**config.mk**
```make
export PLATFORM = sky130hd
export DESIGN_NAME = pulse_feedback_scheduler
export DESIGN_NICKNAME = d
export VERILOG_FILES = /design/src/rtl/pulse_feedback_scheduler.sv
export SDC_FILE = /design/constraint.sdc
export NUM_CORES = 1
export LEC_CHECK = 0
export BUFFER_PORTS_ARGS = -buffer_cell sky130_fd_sc_hd__buf_2
export CAP_MARGIN = 20
export CELL_PAD_IN_SITES_DETAIL_PLACEMENT = 0
export CELL_PAD_IN_SITES_GLOBAL_PLACEMENT = 2
export CORE_ASPECT_RATIO = 0.8
export CORE_MARGIN = 2
export CORE_UTILIZATION = 31
export DETAILED_ROUTE_END_ITERATION = 8
export GPL_TIMING_DRIVEN = 1
export PLACE_DENSITY_LB_ADDON = 0.1
export SETUP_SLACK_MARGIN = 0.5
export SYNTH_ARGS = -nofsm -noshare
export SYNTH_HDL_FRONTEND = slang
export SYNTH_SLANG_ARGS = --single-unit
export TNS_END_PERCENT = 20
```
**constraint.sdc**
```tcl
create_clock -name clk -period 1.9 [get_ports clk]
set_input_delay 0.19 -clock clk [delete_from_list [all_inputs] [get_ports clk]]
set_output_delay 0.19 -clock clk [all_outputs]
set_load 0.01 [all_outputs]
```
**src/rtl/pulse_feedback_scheduler.sv**
```systemverilog
// rtl/pulse_feedback_scheduler.sv - measurement-window sequencer for the servo feedback path
module pulse_feedback_scheduler #(
  parameter int WINDOW_CYCLES  = 100000,
  parameter int DIV_LATENCY    = 16,
  parameter int CLEAR_CYCLES   = 2,
  parameter int OVERRUN_CYCLES = 100000
) (
  input  logic       clk,
  input  logic       rst_n,
  input  logic       is_machine,
  input  logic [7:0] normal_pulse_rate,
  input  logic [7:0] arc_pulse_rate,
  input  logic [7:0] open_pulse_rate,
  input  logic [7:0] short_pulse_rate,
  output logic       feedback_finished,
  output logic       fb_valid,
  input  logic       fb_ready,
  output logic [7:0] fb_normal_rate,
  output logic [7:0] fb_arc_rate,
  output logic [7:0] fb_open_rate,
  output logic [7:0] fb_short_rate,
  output logic       fb_invalid,
  output logic [7:0] fb_window_id,
  output logic       fb_overrun
);

  // Each counter only has to reach the last cycle of its phase, so it is
  // sized for that terminal value (never narrower than one bit).
  localparam int WIN_W = (WINDOW_CYCLES > 1) ? $clog2(WINDOW_CYCLES) : 1;
  localparam int SET_W = (DIV_LATENCY > 0) ? $clog2(DIV_LATENCY + 1) : 1;
  localparam int CLR_W = (CLEAR_CYCLES > 1) ? $clog2(CLEAR_CYCLES) : 1;
  localparam int OVR_W = (OVERRUN_CYCLES > 1) ? $clog2(OVERRUN_CYCLES) : 1;

  localparam logic [WIN_W-1:0] WIN_LAST = WIN_W'(WINDOW_CYCLES - 1);
  localparam logic [SET_W-1:0] SET_LAST = SET_W'(DIV_LATENCY);
  localparam logic [CLR_W-1:0] CLR_LAST = CLR_W'(CLEAR_CYCLES - 1);
  localparam logic [OVR_W-1:0] OVR_LAST = OVR_W'(OVERRUN_CYCLES - 1);

  localparam logic [7:0] RATE_INVALID = 8'hFF;

  typedef enum logic [2:0] {
    S_IDLE,
    S_ACCUM,
    S_SETTLE,
    S_PRESENT,
    S_CLEAR
  } state_t;

  state_t state_q, state_d;

  logic [WIN_W-1:0] win_cnt_q, win_cnt_d;
  logic [SET_W-1:0] set_cnt_q, set_cnt_d;
  logic [CLR_W-1:0] clr_cnt_q, clr_cnt_d;
  logic [OVR_W-1:0] ovr_cnt_q, ovr_cnt_d;

  logic       finished_d;
  logic       valid_d;
  logic [7:0] normal_d;
  logic [7:0] arc_d;
  logic [7:0] open_d;
  logic [7:0] short_d;
  logic       invalid_d;
  logic [7:0] window_id_d;
  logic       overrun_d;

  logic       any_rate_invalid;

  assign any_rate_invalid = (normal_pulse_rate == RATE_INVALID) ||
                            (arc_pulse_rate    == RATE_INVALID) ||
                            (open_pulse_rate   == RATE_INVALID) ||
                            (short_pulse_rate  == RATE_INVALID);

  // Register the phase, its counters and every output so nothing on the
  // feedback interface is a combinational function of the inputs.
  always_ff @(posedge clk or negedge rst_n) begin
    if (!rst_n) begin
      state_q           <= S_IDLE;
      win_cnt_q         <= '0;
      set_cnt_q         <= '0;
      clr_cnt_q         <= '0;
      ovr_cnt_q         <= '0;
      feedback_finished <= 1'b1;
      fb_valid          <= 1'b0;
      fb_normal_rate    <= 8'd0;
      fb_arc_rate       <= 8'd0;
      fb_open_rate      <= 8'd0;
      fb_short_rate     <= 8'd0;
      fb_invalid        <= 1'b0;
      fb_window_id      <= 8'd0;
      fb_overrun        <= 1'b0;
    end else begin
      state_q           <= state_d;
      win_cnt_q         <= win_cnt_d;
      set_cnt_q         <= set_cnt_d;
      clr_cnt_q         <= clr_cnt_d;
      ovr_cnt_q         <= ovr_cnt_d;
      feedback_finished <= finished_d;
      fb_valid          <= valid_d;
      fb_normal_rate    <= normal_d;
      fb_arc_rate       <= arc_d;
      fb_open_rate      <= open_d;
      fb_short_rate     <= short_d;
      fb_invalid        <= invalid_d;
      fb_window_id      <= window_id_d;
      fb_overrun        <= overrun_d;
    end
  end

  // Walk one window: accumulate, let the dividers settle, present the
  // snapshot, then strobe the clear before the next window.
  always_comb begin
    state_d     = state_q;
    win_cnt_d   = win_cnt_q;
    set_cnt_d   = set_cnt_q;
    clr_cnt_d   = clr_cnt_q;
    ovr_cnt_d   = ovr_cnt_q;
    valid_d     = fb_valid;
    normal_d    = fb_normal_rate;
    arc_d       = fb_arc_rate;
    open_d      = fb_open_rate;
    short_d     = fb_short_rate;
    invalid_d   = fb_invalid;
    window_id_d = fb_window_id;
    overrun_d   = fb_overrun;

    case (state_q)
      S_IDLE: begin
        if (is_machine) begin
          state_d   = S_ACCUM;
          win_cnt_d = '0;
        end
      end

      S_ACCUM: begin
        // Losing the machining enable abandons the partial window, even on
        // its final cycle.
        if (!is_machine) begin
          state_d = S_IDLE;
        end else if (win_cnt_q == WIN_LAST) begin
          state_d   = S_SETTLE;
          set_cnt_d = '0;
        end else begin
          win_cnt_d = win_cnt_q + 1'b1;
        end
      end

      S_SETTLE: begin
        // The last settle cycle covers the divider pipeline plus its output
        // register, so the rates seen here belong to the closed window.
        if (!is_machine) begin
          state_d = S_IDLE;
        end else if (set_cnt_q == SET_LAST) begin
          state_d   = S_PRESENT;
          ovr_cnt_d = '0;
          valid_d   = 1'b1;
          normal_d  = normal_pulse_rate;
          arc_d     = arc_pulse_rate;
          open_d    = open_pulse_rate;
          short_d   = short_pulse_rate;
          invalid_d = any_rate_invalid;
        end else begin
          set_cnt_d = set_cnt_q + 1'b1;
        end
      end

      S_PRESENT: begin
        // The snapshot stays up regardless of is_machine; only the consumer
        // or the overrun timer retires it. A handshake on the final cycle
        // wins over the timeout.
        if (fb_ready) begin
          state_d     = S_CLEAR;
          clr_cnt_d   = '0;
          valid_d     = 1'b0;
          window_id_d = fb_window_id + 8'd1;
        end else if (ovr_cnt_q == OVR_LAST) begin
          state_d     = S_CLEAR;
          clr_cnt_d   = '0;
          valid_d     = 1'b0;
          window_id_d = fb_window_id + 8'd1;
          overrun_d   = 1'b1;
        end else begin
          ovr_cnt_d = ovr_cnt_q + 1'b1;
        end
      end

      S_CLEAR: begin
        if (clr_cnt_q == CLR_LAST) begin
          if (is_machine) begin
            state_d   = S_ACCUM;
            win_cnt_d = '0;
          end else begin
            state_d = S_IDLE;
          end
        end else begin
          clr_cnt_d = clr_cnt_q + 1'b1;
        end
      end

      default: begin
        state_d = S_IDLE;
      end
    endcase

    // The statistics block is held cleared whenever no window is open and
    // for the clear strobe between windows.
    finished_d = (state_d == S_IDLE) || (state_d == S_CLEAR);
  end

endmodule
```
; ---- Word level (Yosys, flattened, before mapping)
; Index checks and enable logic that the tools add are counted.
; W data, S select, Z words.
[classes]
n_addsub = 5
eq_ne = 22
mux = 34
bitwise = 1
n_reduce_logical = 19
[op_table]
columns = op, count
row1 = $mux W17, 8
row2 = $pmux W17 S3, 1
row3 = $add A17 B1 Y17 const B, 2
row4 = $eq A17 B17 Y1 const B, 2
row5 = $pmux W17 S2, 1
row6 = $eq A8 B8 Y1 const B, 4
row7 = $mux W3, 8
row8 = $mux W5, 4
row9 = $ne A2 B2 Y1 const B, 9
row10 = $mux W8, 2
row11 = $pmux W3 S5, 1
row12 = $pmux W5 S2, 1
row13 = $reduce_and A5 Y1, 2
row14 = $add A8 B1 Y8 const B, 1
row15 = $reduce_and A4 Y1, 2
row16 = $reduce_bool A2 Y1, 4
row17 = $eq A3 B2 Y1 const B, 2
row18 = $eq A3 B3 Y1 const B, 2
row19 = $logic_not A3 Y1, 2
row20 = $mux W1, 6
row21 = $reduce_and A3 Y1, 2
row22 = $add A5 B1 Y5 const B, 1
row23 = $eq A5 B5 Y1 const B, 1
row24 = $logic_or A1 B1 Y1, 4
row25 = other kinds (7), 9
[word_totals]
regBits = 87
input_bits = 36
word_cells = 95

; ---- Logic depth before layout (Yosys ltp)
[depth]
word_depth = 6
mapped_depth = 8

; ---- Worst setup path after synthesis
; OpenSTA, ideal clock, no wires.
[synth_path]
path_type = register -> register
startpoint = register ovr_cnt_q[0]
endpoint = register ovr_cnt_q[10]
setup_ns = 0.078
arrival_time_ns = 1.806
setup_slack_ns = 0.016
path_stages_with_launch = 8
path_buffers = 2
cell_sequence = dfrtp_1 -> ha_1 -> and4bb_1 -> and4_1 -> buf_6 -> buf_6 -> or4_1 -> a21oi_1
[synth_between]
elab_chain_len = 4
word_cells_on_any_way = 7
[synth_lines]
columns = element, line_no
row1 = start: declaration, 54  ; logic [OVR_W-1:0] ovr_cnt_q, ovr_cnt_d;
row2 = start signal: assignment, 96  ; ovr_cnt_q <= ovr_cnt_d;
row3 = $add A17 B1 Y17, 182  ; ovr_cnt_d = ovr_cnt_q + 1'b1;
row4 = $mux W17, 175  ; end else if (ovr_cnt_q == OVR_LAST) begin
row5 = $mux W17, 170  ; if (fb_ready) begin
row6 = $pmux W17 S2, 126  ; case (state_q)
; Several ways; a longest one is shown, not always the timed one. The select of a mux whose other input is x is not followed.
; A chain may end at the register's enable or synchronous reset.

; ---- Worst setup path after layout
[layout_path]
startpoint = register ovr_cnt_q[1]
endpoint = register ovr_cnt_q[8]
; Same word-level chain as after synthesis.

==> results.json <==
{
  "antenna_found_initial": 0,
  "crit_fanout": 12,
  "vias": 3827,
  "path_class": "reg2reg",
  "ys_types": 50,
  "dp_hpwl_um": 7830,
  "globalplace.congestion": 0.749,
  "multi_input_area_um2": 2280,
  "synthCells": 453,
  "power_leakage_nw": 2.92,
  "drcViolationCount": 0,
  "n_antenna_cell": 0,
  "htreeDepth": 3,
  "maxCapViolCount": 0,
  "finalSetupViolCount": 0,
  "finalClockSkew_ns": 0.00893,
  "postRouteWirelength_um": 11800,
  "async_flop_share": 1.00,
  "num_rows": 38,
  "chipHeight_um": 109,
  "die_area_um2": 14800,
  "clk_pin_slew_ns": 0.07,
  "p_per_area_nw_per_um2": 649,
  "yosysWarnings": 0,
  "io_pins": 80,
  "synth_top_area_frac": 0.503,
  "drt-vias-per-instance": 4.94,
  "synth_commonest_cells": "nand2_1, dfrtp_1, nand4_1, a21oi_1, o21ai_0",
  "hold_class": "in2reg",
  "ff_latch_area_um2": 2180,
  "status": "finished, final reports clean",
  "start_util": 0.317,
  "nNetsFinal": 630,
  "dpl_cell_area_um2": 5210,
  "crit_required_ns": 2.16,
  "clk_latency_ns": 0.34,
  "drive_gt1_frac": 0.380,
  "cts_sinks": 87,
  "slew_viol_final": 0,
  "start_kind": "register",
  "synth.largest_area_cell": "dfrtp_1",
  "synthFlopType": "dfrtp_1",
  "ir_worst_vdd_mv": 0.399,
  "overflow": 0,
  "finalHoldViolCount": 0,
  "grt_pass1_vias": 3775,
  "cts-root-buf": "clkbuf_16",
  "drt-pass1-iter-count": 4,
  "dr.first_iter.drc_count": 112,
  "grtUsageTotal": 0.167,
  "ys_seq_elements": 87,
  "ant_nets": 0,
  "area_growth_pct": 41.8,
  "cts_tree": "yes",
  "syn_nets": 494,
  "crit_path_end_kind": "register",
  "fin_crit_sh": 0.968,
  "cts_buffers": 9,
  "syn_area_per_cell_um2": 9.44,
  "slew_headroom": 0.772,
  "setup_ws_ns": 0.0603,
  "floorplan.die.width_um": 135,
  "tightest_slew_ns": 0.340,
  "grt_max_degree": 49,
  "yosysSeqAreaShare": 0.509,
  "syn_area_um2": 4280,
  "io_buffer_count": 79,
  "final.min_clock_period_ns": 1.84,
  "synth.area.top_cells": "dfrtp_1, nand2_1, nand4_1",
  "routedWlPerCell_um": 15.2,
  "grt_pass1_wl_um": 19400,
  "achievable-frequency_mhz": 544,
  "synth-edff-count": 0,
  "core_area_um2": 13500,
  "pre_cts_ws_ns": -0.00256,
  "cts_max_path_buffers": 2,
  "yosysMostFrequentCell": "nand2_1",
  "crit_arrival_ns": 2.10,
  "fin_area_um2": 6070,
  "fill_cells": 1360,
  "rsz0062_at_grt": "yes"
}
-- state kept, by name, indices dropped and copies added (netlist names), 3 cells and up --
signal and count:
win_cnt_q 17, fb_normal_rate 8, fb_open_rate 8, fb_arc_rate 8, state_q 3, ovr_cnt_q 17
fb_window_id 8, fb_short_rate 8, set_cnt_q 5
-- timing repair --
item                                    in CTS  in global routing
hold endpoints to repair                    18                  0
resized for setup                           25                 69
setup buffers                               17                  4
pin swaps                                   21                 68
gates cloned                                 2                  0
hold buffers                                 1                  0
endpoints found under the setup margin      87                 87
-- metrics by stage --
step,cells,hold slack [ns],utilization,TNS (ns),total power [mW]
after CTS,770,0.0330,0.427,0,3.96
after global placement,734,0.0947,0.386,0,2.17
final,774,0.0514,0.449,0,3.93
after global routing,774,0.0382,0.449,-0.0344,4.12
after detailed placement,734,0.0985,0.386,-0.00256,2.17
after floorplan,453,-0.106,-,0,2.01
-- final timing paths --
check	cells after the start	slack (ns)	endpoint	from
max in group asynchronous	3	1.04	ovr_cnt_q[15]$_DFFE_PN0P_	rst_n
min reg2reg	1	0.45	fb_window_id[7]$_DFFE_PN0P_	fb_window_id[7]$_DFFE_PN0P_
max reg2reg	6	0.06	ovr_cnt_q[8]$_DFFE_PN0P_	ovr_cnt_q[1]$_DFFE_PN0P_
min in group asynchronous	2	0.28	fb_window_id[7]$_DFFE_PN0P_	rst_n
max	6	0.06	ovr_cnt_q[8]$_DFFE_PN0P_	ovr_cnt_q[1]$_DFFE_PN0P_
min	3	0.05	fb_normal_rate[3]$_DFFE_PN0P_	normal_pulse_rate[3]
-- routing by layer --
| metal | vias to the layer above | GRT usage | wire length [µm] |
|---|---|---|---|
| met4 | 0 | 0.0499 | 153 |
| met3 | 15 | 0.0483 | 624 |
| met2 | 79 | 0.242 | 5000 |
| li1 | 1879 | - | - |
| met1 | 1854 | 0.242 | 6020 |
| met5 | - | 0 | 0 |
-- cell families after synthesis --
logic type / synth area share
xor+xnor: 0.0225
flops: 0.509
simple gates: 0.293
compound gates: 0.0913
fa+ha+maj: 0.0146
buf+inv: 0.0372
mux: 0.0319
-- worst max-delay path, cell delays in order (launching register included) --
cell and delay, ns:
dfrtp_1 0.38, ha_2 0.19, and4bb_1 0.21, and4_4 0.18
buf_12 0.14, or4_4 0.51, a21oi_2 0.16
-- layout by cell type (no fill, tap or decap), types with 3 or more instances in the layout --
| cell | instances |
|---|---|
| nor2_1 | 10 |
| ha_2 | 3 |
| inv_1 | 10 |
| nand4_1 | 22 |
| nand3_1 | 13 |
| buf_2 | 78 |
| or4_1 | 7 |
| nand2_4 | 3 |
| nand2_2 | 3 |
| o21ai_1 | 4 |
| xor2_1 | 3 |
| nand2_1 | 118 |
| a21oi_1 | 9 |
| or4_4 | 6 |
| a21oi_2 | 9 |
| xnor2_1 | 8 |
| nor3_4 | 3 |
| nand2b_1 | 5 |
| and4_1 | 4 |
| and2_4 | 3 |
| and3_1 | 6 |
| nor4_4 | 3 |
| dfrtp_1 | 85 |
| o211ai_1 | 8 |
| or3_1 | 6 |
| clkbuf_1 | 3 |
| buf_6 | 14 |
| o31ai_1 | 9 |
| o21ai_0 | 8 |
| buf_12 | 4 |
| clkbuf_16 | 9 |
| mux2i_1 | 11 |
| buf_4 | 50 |
-- report_power, final --
| group | internal [mW] | switching [mW] |
|---|---|---|
| clock | 1.02 | 0.726 |
| sequential | 1.88 | 0.0206 |
| combinational | 0.129 | 0.163 |
| total | 3.02 | 0.910 |
-- cell type report --
cell class | instances | share of cell area
Clock buffer | 12 | 0.0390
Sequential cell | 87 | 0.359
Tap cell | 180 | 0.0371
Clock inverter | 4 | 0.00825
Timing Repair Buffer | 149 | 0.175
Multi-Input combinational cell | 332 | 0.375
Inverter | 10 | 0.00619
No activity file was read; power rests on OpenSTA's default activity.
